$ cat src/rtl/spi_pkg.sv
// Shared SPI FIFO defaults and the byte type used by SPI datapaths.
package spi_pkg;
    localparam int SPI_FIFO_DATA_W = 8;
    localparam int SPI_FIFO_DEPTH  = 8;
    typedef logic [7:0] spi_byte_t;
endpackage

$ cat src/rtl/spi_fifo_mem.sv
// FIFO storage: one write port, one registered read port, no reset.
module spi_fifo_mem #(
    parameter  int DATA_W = 8,
    parameter  int DEPTH  = 8,
    localparam int AW     = $clog2(DEPTH)
) (
    input  logic              clk,
    input  logic              i_we,
    input  logic [AW-1:0]     i_waddr,
    input  logic [DATA_W-1:0] i_wdata,
    input  logic              i_re,
    input  logic [AW-1:0]     i_raddr,
    output logic [DATA_W-1:0] o_rdata
);
    logic [DATA_W-1:0] r_mem [DEPTH];

    always_ff @(posedge clk) begin
        if (i_we) r_mem[i_waddr] <= i_wdata;
        if (i_re) o_rdata <= r_mem[i_raddr];
    end
endmodule

$ cat src/rtl/spi_fifo_gen.sv
// Synchronous FIFO with registered read data, count and threshold flags.
// Define SPI_FIFO_ERR_EN to add sticky overflow/underflow flags with err_clr_i.
module spi_fifo_gen
    import spi_pkg::*;
#(
    parameter  int DATA_W = SPI_FIFO_DATA_W,
    parameter  int DEPTH  = SPI_FIFO_DEPTH,
    localparam int AW     = $clog2(DEPTH)
) (
    input  logic              clk,
    input  logic              rst_n,
    input  logic              flush_i,
    input  logic              wr_en_i,
    input  logic [DATA_W-1:0] wr_data_i,
    input  logic              rd_en_i,
    output logic [DATA_W-1:0] rd_data_o,
    output logic              rd_valid_o,
    output logic [AW:0]       count_o,
    output logic              full_o,
    output logic              empty_o,
    input  logic [AW:0]       afull_thr_i,
    input  logic [AW:0]       aempty_thr_i,
    output logic              almost_full_o,
    output logic              almost_empty_o
`ifdef SPI_FIFO_ERR_EN
    ,
    output logic              overflow_o,
    output logic              underflow_o,
    input  logic              err_clr_i
`endif
);
    localparam logic [AW:0] FULL_CNT = (AW+1)'(DEPTH);

    logic [AW-1:0]     r_wr_ptr, r_rd_ptr;
    logic [AW:0]       r_count;
    logic              r_rd_valid;
    logic              r_rd_seen;
    logic              w_wr_acc, w_rd_acc;
    logic [DATA_W-1:0] w_mem_q;

    assign empty_o        = (r_count == '0);
    assign full_o         = (r_count == FULL_CNT);
    assign count_o        = r_count;
    assign rd_valid_o     = r_rd_valid;
    assign almost_full_o  = (r_count >= afull_thr_i);
    assign almost_empty_o = (r_count <= aempty_thr_i);

    // Read needs stored data (no fall-through); a full FIFO still takes a write paired with a read.
    assign w_rd_acc = rd_en_i && !empty_o;
    assign w_wr_acc = wr_en_i && (!full_o || w_rd_acc);

    spi_fifo_mem #(.DATA_W(DATA_W), .DEPTH(DEPTH)) u_mem (
        .clk     (clk),
        .i_we    (w_wr_acc && !flush_i),
        .i_waddr (r_wr_ptr),
        .i_wdata (wr_data_i),
        .i_re    (w_rd_acc && !flush_i),
        .i_raddr (r_rd_ptr),
        .o_rdata (w_mem_q)
    );

    // Memory output is unreset, so mask it to zero until the first read after reset.
    assign rd_data_o = r_rd_seen ? w_mem_q : '0;

    always_ff @(posedge clk or negedge rst_n) begin
        if (!rst_n) begin
            r_wr_ptr   <= '0;
            r_rd_ptr   <= '0;
            r_count    <= '0;
            r_rd_valid <= 1'b0;
            r_rd_seen  <= 1'b0;
        end else if (flush_i) begin
            r_wr_ptr   <= '0;
            r_rd_ptr   <= '0;
            r_count    <= '0;
            r_rd_valid <= 1'b0;
        end else begin
            r_rd_valid <= w_rd_acc;
            if (w_rd_acc) r_rd_seen <= 1'b1;
            if (w_wr_acc) r_wr_ptr <= r_wr_ptr + 1'b1;
            if (w_rd_acc) r_rd_ptr <= r_rd_ptr + 1'b1;
            if (w_wr_acc && !w_rd_acc)      r_count <= r_count + 1'b1;
            else if (!w_wr_acc && w_rd_acc) r_count <= r_count - 1'b1;
        end
    end

`ifdef SPI_FIFO_ERR_EN
    logic r_ovf, r_unf;
    assign overflow_o  = r_ovf;
    assign underflow_o = r_unf;

    // Set beats clear when both land in the same cycle.
    always_ff @(posedge clk or negedge rst_n) begin
        if (!rst_n) begin
            r_ovf <= 1'b0;
            r_unf <= 1'b0;
        end else begin
            if (wr_en_i && !w_wr_acc) r_ovf <= 1'b1;
            else if (err_clr_i)       r_ovf <= 1'b0;
            if (rd_en_i && empty_o)   r_unf <= 1'b1;
            else if (err_clr_i)       r_unf <= 1'b0;
        end
    end
`endif
endmodule

$ cat config.mk
export PLATFORM = sky130hd
export DESIGN_NAME = spi_fifo_gen
export DESIGN_NICKNAME = d
export VERILOG_FILES = /design/src/rtl/spi_pkg.sv /design/src/rtl/spi_fifo_mem.sv /design/src/rtl/spi_fifo_gen.sv
export SDC_FILE = /design/constraint.sdc
export NUM_CORES = 1
export LEC_CHECK = 0
export CORE_UTILIZATION = 40
export CTS_CLUSTER_DIAMETER = 150
export DETAILED_ROUTE_END_ITERATION = 7
export PLACE_DENSITY_LB_ADDON = 0.1
export SYNTH_ARGS = -nofsm -noshare
export SYNTH_HDL_FRONTEND = slang
export SYNTH_SLANG_ARGS = --single-unit
export TNS_END_PERCENT = 20
$ cat constraint.sdc
create_clock -name clk -period 2.6 [get_ports clk]
set_input_delay 0.26 -clock clk [delete_from_list [all_inputs] [get_ports clk]]
set_output_delay 0.26 -clock clk [all_outputs]
set_load 0.01 [all_outputs]
### After elaboration in Yosys (flattened, before gate mapping)

Memories as Yosys holds them, arrays and structs flattened. A register that Yosys moved wholly into a read port is not among the register bits.
Index checks and enable logic that the tools add are counted.

| word-level totals | value |
|---|---|
| bits in registers | 12 |
| RAM bits | 64 |
| input port bits | 21 |
| output and inout port bits | 17 |
| logic and storage cells | 42 |
| memories | 1 |

Memories:

| memory | depth | width | rd ports | clocked after memory_dff | wr ports | RTL line | RTL |
|---|---|---|---|---|---|---|---|
| u_mem.r_mem | 8 | 8 | 1 | 1 | 1 | spi_fifo_mem.sv:15 | `logic [DATA_W-1:0] r_mem [DEPTH];` |

| cells by class | value |
|---|---|
| add/subtract/negate cells | 4 |
| order comparisons | 2 |
| equal/unequal tests | 1 |
| mux-type cells | 11 |
| bitwise operators | 1 |
| reduce and logical (&&, ||, !) cells | 17 |

Operator list:

| kind | number |
|---|---|
| $mux W3 | 4 |
| $mux W4 | 3 |
| $mux W8 | 1 |
| $add A3 B1 Y3 const B | 2 |
| $logic_and A1 B1 Y1 | 6 |
| $logic_not A1 Y1 | 5 |
| $add A4 B1 Y4 const B | 1 |
| $eq A4 B4 Y1 const B | 1 |
| $ge A4 B4 Y1 | 1 |
| $le A4 B4 Y1 | 1 |
| $logic_not A4 Y1 | 1 |
| $reduce_bool A2 Y1 | 2 |
| $sub A4 B1 Y4 const B | 1 |
| $mux W1 | 3 |
| $reduce_bool A3 Y1 | 1 |
| $reduce_and A2 Y1 | 1 |
| $logic_or A1 B1 Y1 | 1 |
| $not A1 Y1 | 1 |

### Logic depth before layout (Yosys ltp)

| logic depth | value |
|---|---|
| depth in word-level cells | 10 |
| gate-level depth with buffers | 9 |
| depth with buffers taken out | 8 |

### By module

Synthesis repeated with hierarchy kept, for this count alone.

| unflattened totals | value |
|---|---|
| cells, all modules | 220 |
| area, all modules | 3768.6 um2 |

By module, submodules not included:

| module | instances | cells each | area each (um2) | seq. area each (um2) |
|---|---|---|---|---|
| spi_fifo_mem | 1 | 114 | 2771.4 | 2162.1 |
| spi_fifo_gen | 1 | 106 | 997.2 | 300.3 |

### Least setup slack after synthesis

OpenSTA, ideal clock, no wires.

| path | value |
|---|---|
| path kind | flip-flop to flip-flop |
| start point | register r_count[1] (netlist: count_o[1]) |
| end point | memory u_mem.r_mem[0][0], enable pin |
| library setup time | 0.398 ns |
| data arrival time | 1.860 ns |
| path slack | 0.342 ns |
| cell stages (with the launch flop) | 5 |
| path buffers | 1 |
| cell sequence | dfrtp_1 > or3_1 > buf_2 > o21ai_4 > nor4b_1 |

| between the ends | value |
|---|---|
| word-level cells in the longest chain between the ends | 8 |
| elaborated cells on any way between the ends | 10 |

Ends and longest elaborated chain:

| item | RTL line | RTL |
|---|---|---|
| from (decl) | spi_fifo_gen.sv:35 | `logic [AW:0] r_count;` |
| from (signal assigned) | spi_fifo_gen.sv:82 | `if (w_wr_acc && !w_rd_acc) r_count <= r_count + 1'b1;` |
| from (signal assigned) | spi_fifo_gen.sv:83 | `else if (!w_wr_acc && w_rd_acc) r_count <= r_count - 1'b1;` |
| $logic_not A4 Y1 | spi_fifo_gen.sv:41 | `assign empty_o = (r_count == '0);` |
| $logic_not A1 Y1 | spi_fifo_gen.sv:49 | `assign w_rd_acc = rd_en_i && !empty_o;` |
| $logic_and A1 B1 Y1 | spi_fifo_gen.sv:49 |  |
| $logic_or A1 B1 Y1 * | spi_fifo_gen.sv:50 | `assign w_wr_acc = wr_en_i && (!full_o \|\| w_rd_acc);` |
| $logic_and A1 B1 Y1 * | spi_fifo_gen.sv:50 |  |
| $logic_and A1 B1 Y1 * | spi_fifo_gen.sv:54 | `.i_we (w_wr_acc && !flush_i),` |
| $mux W1 * | spi_fifo_mem.sv:18 | `if (i_we) r_mem[i_waddr] <= i_wdata;` |
| $mux W1 (implied by the code) * | spi_fifo_mem.sv:18 |  |
| to (decl) | spi_fifo_mem.sv:15 |  |

Mark *: on every way between the ends. The rest lies on a longest branch, timed or not.

### Worst setup path in the final report

| path | value |
|---|---|
| start point | register r_count[0] (netlist: count_o[0]) |
| end point | output port almost_full_o |

| between the ends | value |
|---|---|
| word-level cells in the longest chain between the ends | 1 |

Ends and longest elaborated chain:

| item | RTL line | RTL |
|---|---|---|
| $ge A4 B4 Y1 | spi_fifo_gen.sv:45 | `assign almost_full_o = (r_count >= afull_thr_i);` |
| to (decl) | spi_fifo_gen.sv:23 | `output logic almost_full_o,` |

No other way between the ends.

==> summary.md <==
| Metric | Value |
|---|---|
| Post-synth ARST share | 14.3% |
| Seq/Total Area, Yosys | 65.3% |
| Outcome | finished clean |
| Critical path class | reg2out |
| Power per Cell Area | 881 nW/um2 |
| Final period util | 95.6% |
| Slack of the critical path | 0.115 ns |
| Final slew viol count | 0 |
| Most common cell after layout, fill and taps aside | edfxtp_1 |
| Hold Slack | 0.282 ns |
| Final hold vios | 0 |
| Vias/cell | 5.10 |
| Initial antenna violation count | 0 |
| Rel. slew slack | 51.2% |
| Placed Cells incl. Taps | 374 |
| Mapped cell area | 3770 um2 |
| Total wire length | 6.78 mm |
| Port bufs | 37 |
| Top Family by Delay on Critical Path | buffers and inverters |
| Post-synth top flop | edfxtp_1 |
| Die Y-Extent | 99.1 um |
| Gr usage total | 15.3% |
| Die X | 99.1 um |
| Post-Synthesis Cells | 223 |
| Hold Crit Class | in2async |
| CTS tree | built |
| WL per Instance | 17.2 um |
| Worst skew pair latency | 0.35 ns |
| Clock slew at reported path FFs | 0.08 ns |
| Fmax | 0.402 GHz |
| DPL Wire Length | 4.26 mm |
| Crit-path slowest cell | clkdlybuf4s50_1 |
| Avg Inst Size Synth | 16.9 um2 |
| Most numerous cell on the critical path | a21o_1 |
| Max stage delay on crit path | 0.47 ns |
| DRC viols | 0 |
| Remaining antenna violation count | 0 |
| Die area | 9820 um2 |
| Maxcap violations | 0 |
| Pre-antenna DRT Iters | 6 |
| Cts bufs inserted | 9 |
| CP required | 2.34 ns |
| FP Rows | 35 |
| Setup TNS | 0 ns |
| Initial Util | 41.0% |
| H-tree depth | 3 |
| Setup WS pre-CTS | 0.155 ns |
| Via count | 2,010 |
| RSZ-0062 raised after global routing | no |
| Core footprint | 9200 um2 |
| Post-Syn Nets | 257 |
| Area Overhead vs Synth | 21.9% |
| Pleak | 1.69 nW |
| Clock skew | 0.00966 ns |
| Iter 0 DRT Violations | 99 |
| CP bufs+invs | 2 |
| Worst setup EP type | output port |
| Post-synth EDFFs | 72 |
| Post-route minimum period | 2.49 ns |
| Setup Viol. Count Final | 0 |
| Most frequent cells in the layout | edfxtp_1, clkdlybuf4s50_1, nor2_1, buf_4, mux4_1 |
| Antenna diodes | 0 |
| Peak supply drop | 0.372 mV |
| Crit path DAT | 2.23 ns |
| FF+latch count, synth | 84 |
| GRT overflow | 0 |
| CP Launch Type | register |
| Vias in the first global route | 1,920 |
| Largest net degree at the start of global routing | 19 |
| First-pass GRT wire length | 10.6 mm |
| Fillers | 794 |
| Layout cells sized above 1 | 17.7% |
| Critical path depth | 7 |
| Library cells used by synthesis | 40 |
| GP Congestion | 0.701 |
| CP cell instances | inv_2 -> ha_1 -> nand2b_1 -> a21o_1 -> a21o_1 -> a21o_1 -> clkdlybuf4s50_1 |
| Worst R2R Path Depth | 9 |
| YS warnings | 0 |
| CP max FO | 5 |
| Ports | 38 |
| Clock sink total | 84 |
| Non-filler instance count after layout | 394 |
| CTS max path bufs | 2 |
| Slew at the pin with the worst max-slew slack | 0.730 ns |
| Nets | 312 |
| Root Buffer | clkbuf_8 |
[Yosys cell counts (2+ instances only)]
library cell	n	area, um2
xor2_1	4	35.0
clkbuf_1	3	11.3
o21a_1	2	15.0
mux2_2	8	90.1
nand2b_1	3	18.8
and2_1	8	50.1
inv_1	10	37.5
o211ai_1	4	30.0
nor3_1	4	20.0
ha_1	12	150
nand3_1	4	20.0
buf_2	5	25.0
or3_1	2	12.5
mux2i_1	4	40.0
o311a_1	2	20.0
mux4_1	15	394
nor2b_1	2	12.5
edfxtp_1	72	2160
dfrtp_1	12	300
nor2_1	18	67.6
nor4_1	2	12.5
a21o_1	3	22.5
nand2_1	5	18.8
xnor2_1	3	26.3
[kinds of logic (layout without fill, tap and decap cells)]
| group | after synthesis | in the layout | share of synthesized area, % |
|---|---|---|---|
| flops | 84 | 84 | 65.3 |
| simple gates | 53 | 53 | 7.17 |
| mux | 28 | 28 | 14.5 |
| buf+inv | 21 | 81 | 2.89 |
| compound gates | 17 | 17 | 3.98 |
| fa+ha+maj | 13 | 13 | 4.51 |
| xor+xnor | 7 | 7 | 1.63 |
[power by group]
part           leakage, nW  switching [mW]  total [mW]  internal, mW
logic                0.764           0.583        1.28         0.693
registers            0.805          0.0983        1.68          1.58
clock network        0.120           0.452        1.09         0.640
[repair_timing]
item	in CTS	in global routing
buffers inserted	0	4
endpoints found under the setup margin	2	2
pin swaps	0	0
gates resized for setup	3	1
hold buffers	0	0
[path summary, 6_finish.rpt]
| kind | start | endpoint | slack, ns |
|---|---|---|---|
| worst max-delay path | count_o[0] | almost_full_o | 0.11 |
| worst min-delay path | rst_n | r_wr_ptr[2] | 0.28 |
| worst max register to register | count_o[1] | count_o[3] | 0.30 |
| worst min register to register | r_rd_seen | r_rd_seen | 0.59 |
| max in group asynchronous | rst_n | count_o[0] | 1.88 |
| min in group clk | r_rd_seen | r_rd_seen | 0.59 |
[flip-flops by register name, indices dropped and copies added (netlist names)]
register,flops
count_o,4
r_rd_ptr,3
r_rd_seen,1
rd_valid_o,1
u_mem.r_mem,64
r_wr_ptr,3
u_mem.o_rdata,8
[stage by stage]
stage	instance area, um2	power (mW)	util, %
after floorplan	3770	2.54	-
after global placement	4320	2.94	47.0
after detailed placement	4320	2.96	47.0
after CTS	4560	4.07	49.6
after global routing	4590	4.29	50.0
final	4590	4.05	50.0
[worst register-to-register path, delay by kind of cell, from the launching register on]
family / cells / cell delay [ns]
AO/OA/AOI/OAI: 2 / 0.46
AND/OR/NAND/NOR: 5 / 0.83
flip-flops: 1 / 0.43
buffers and inverters: 1 / 0.16
adder cells (fa/ha/maj): 1 / 0.35
[area by class of cell]
type | instances | area, um2 | area share (%)
Clock buffer | 10 | 128 | 2.78
Clock inverter | 6 | 113 | 2.45
Inverter | 10 | 37.5 | 0.817
Multi-Input combinational cell | 118 | 1200 | 26.2
Sequential cell | 84 | 2460 | 53.6
Tap cell | 111 | 139 | 3.02
Timing Repair Buffer | 55 | 508 | 11.1
[layer usage]
| metal | up-vias | GRT usage (%) | wire, um |
|---|---|---|---|
| met3 | 8 | 4.26 | 198 |
| met1 | 993 | 20.4 | 3270 |
| met5 | - | 0 | 0 |
| met4 | 0 | 5.43 | 87 |
| li1 | 972 | - | - |
| met2 | 37 | 24.0 | 3230 |
Power figures use the tool's default switching activity.
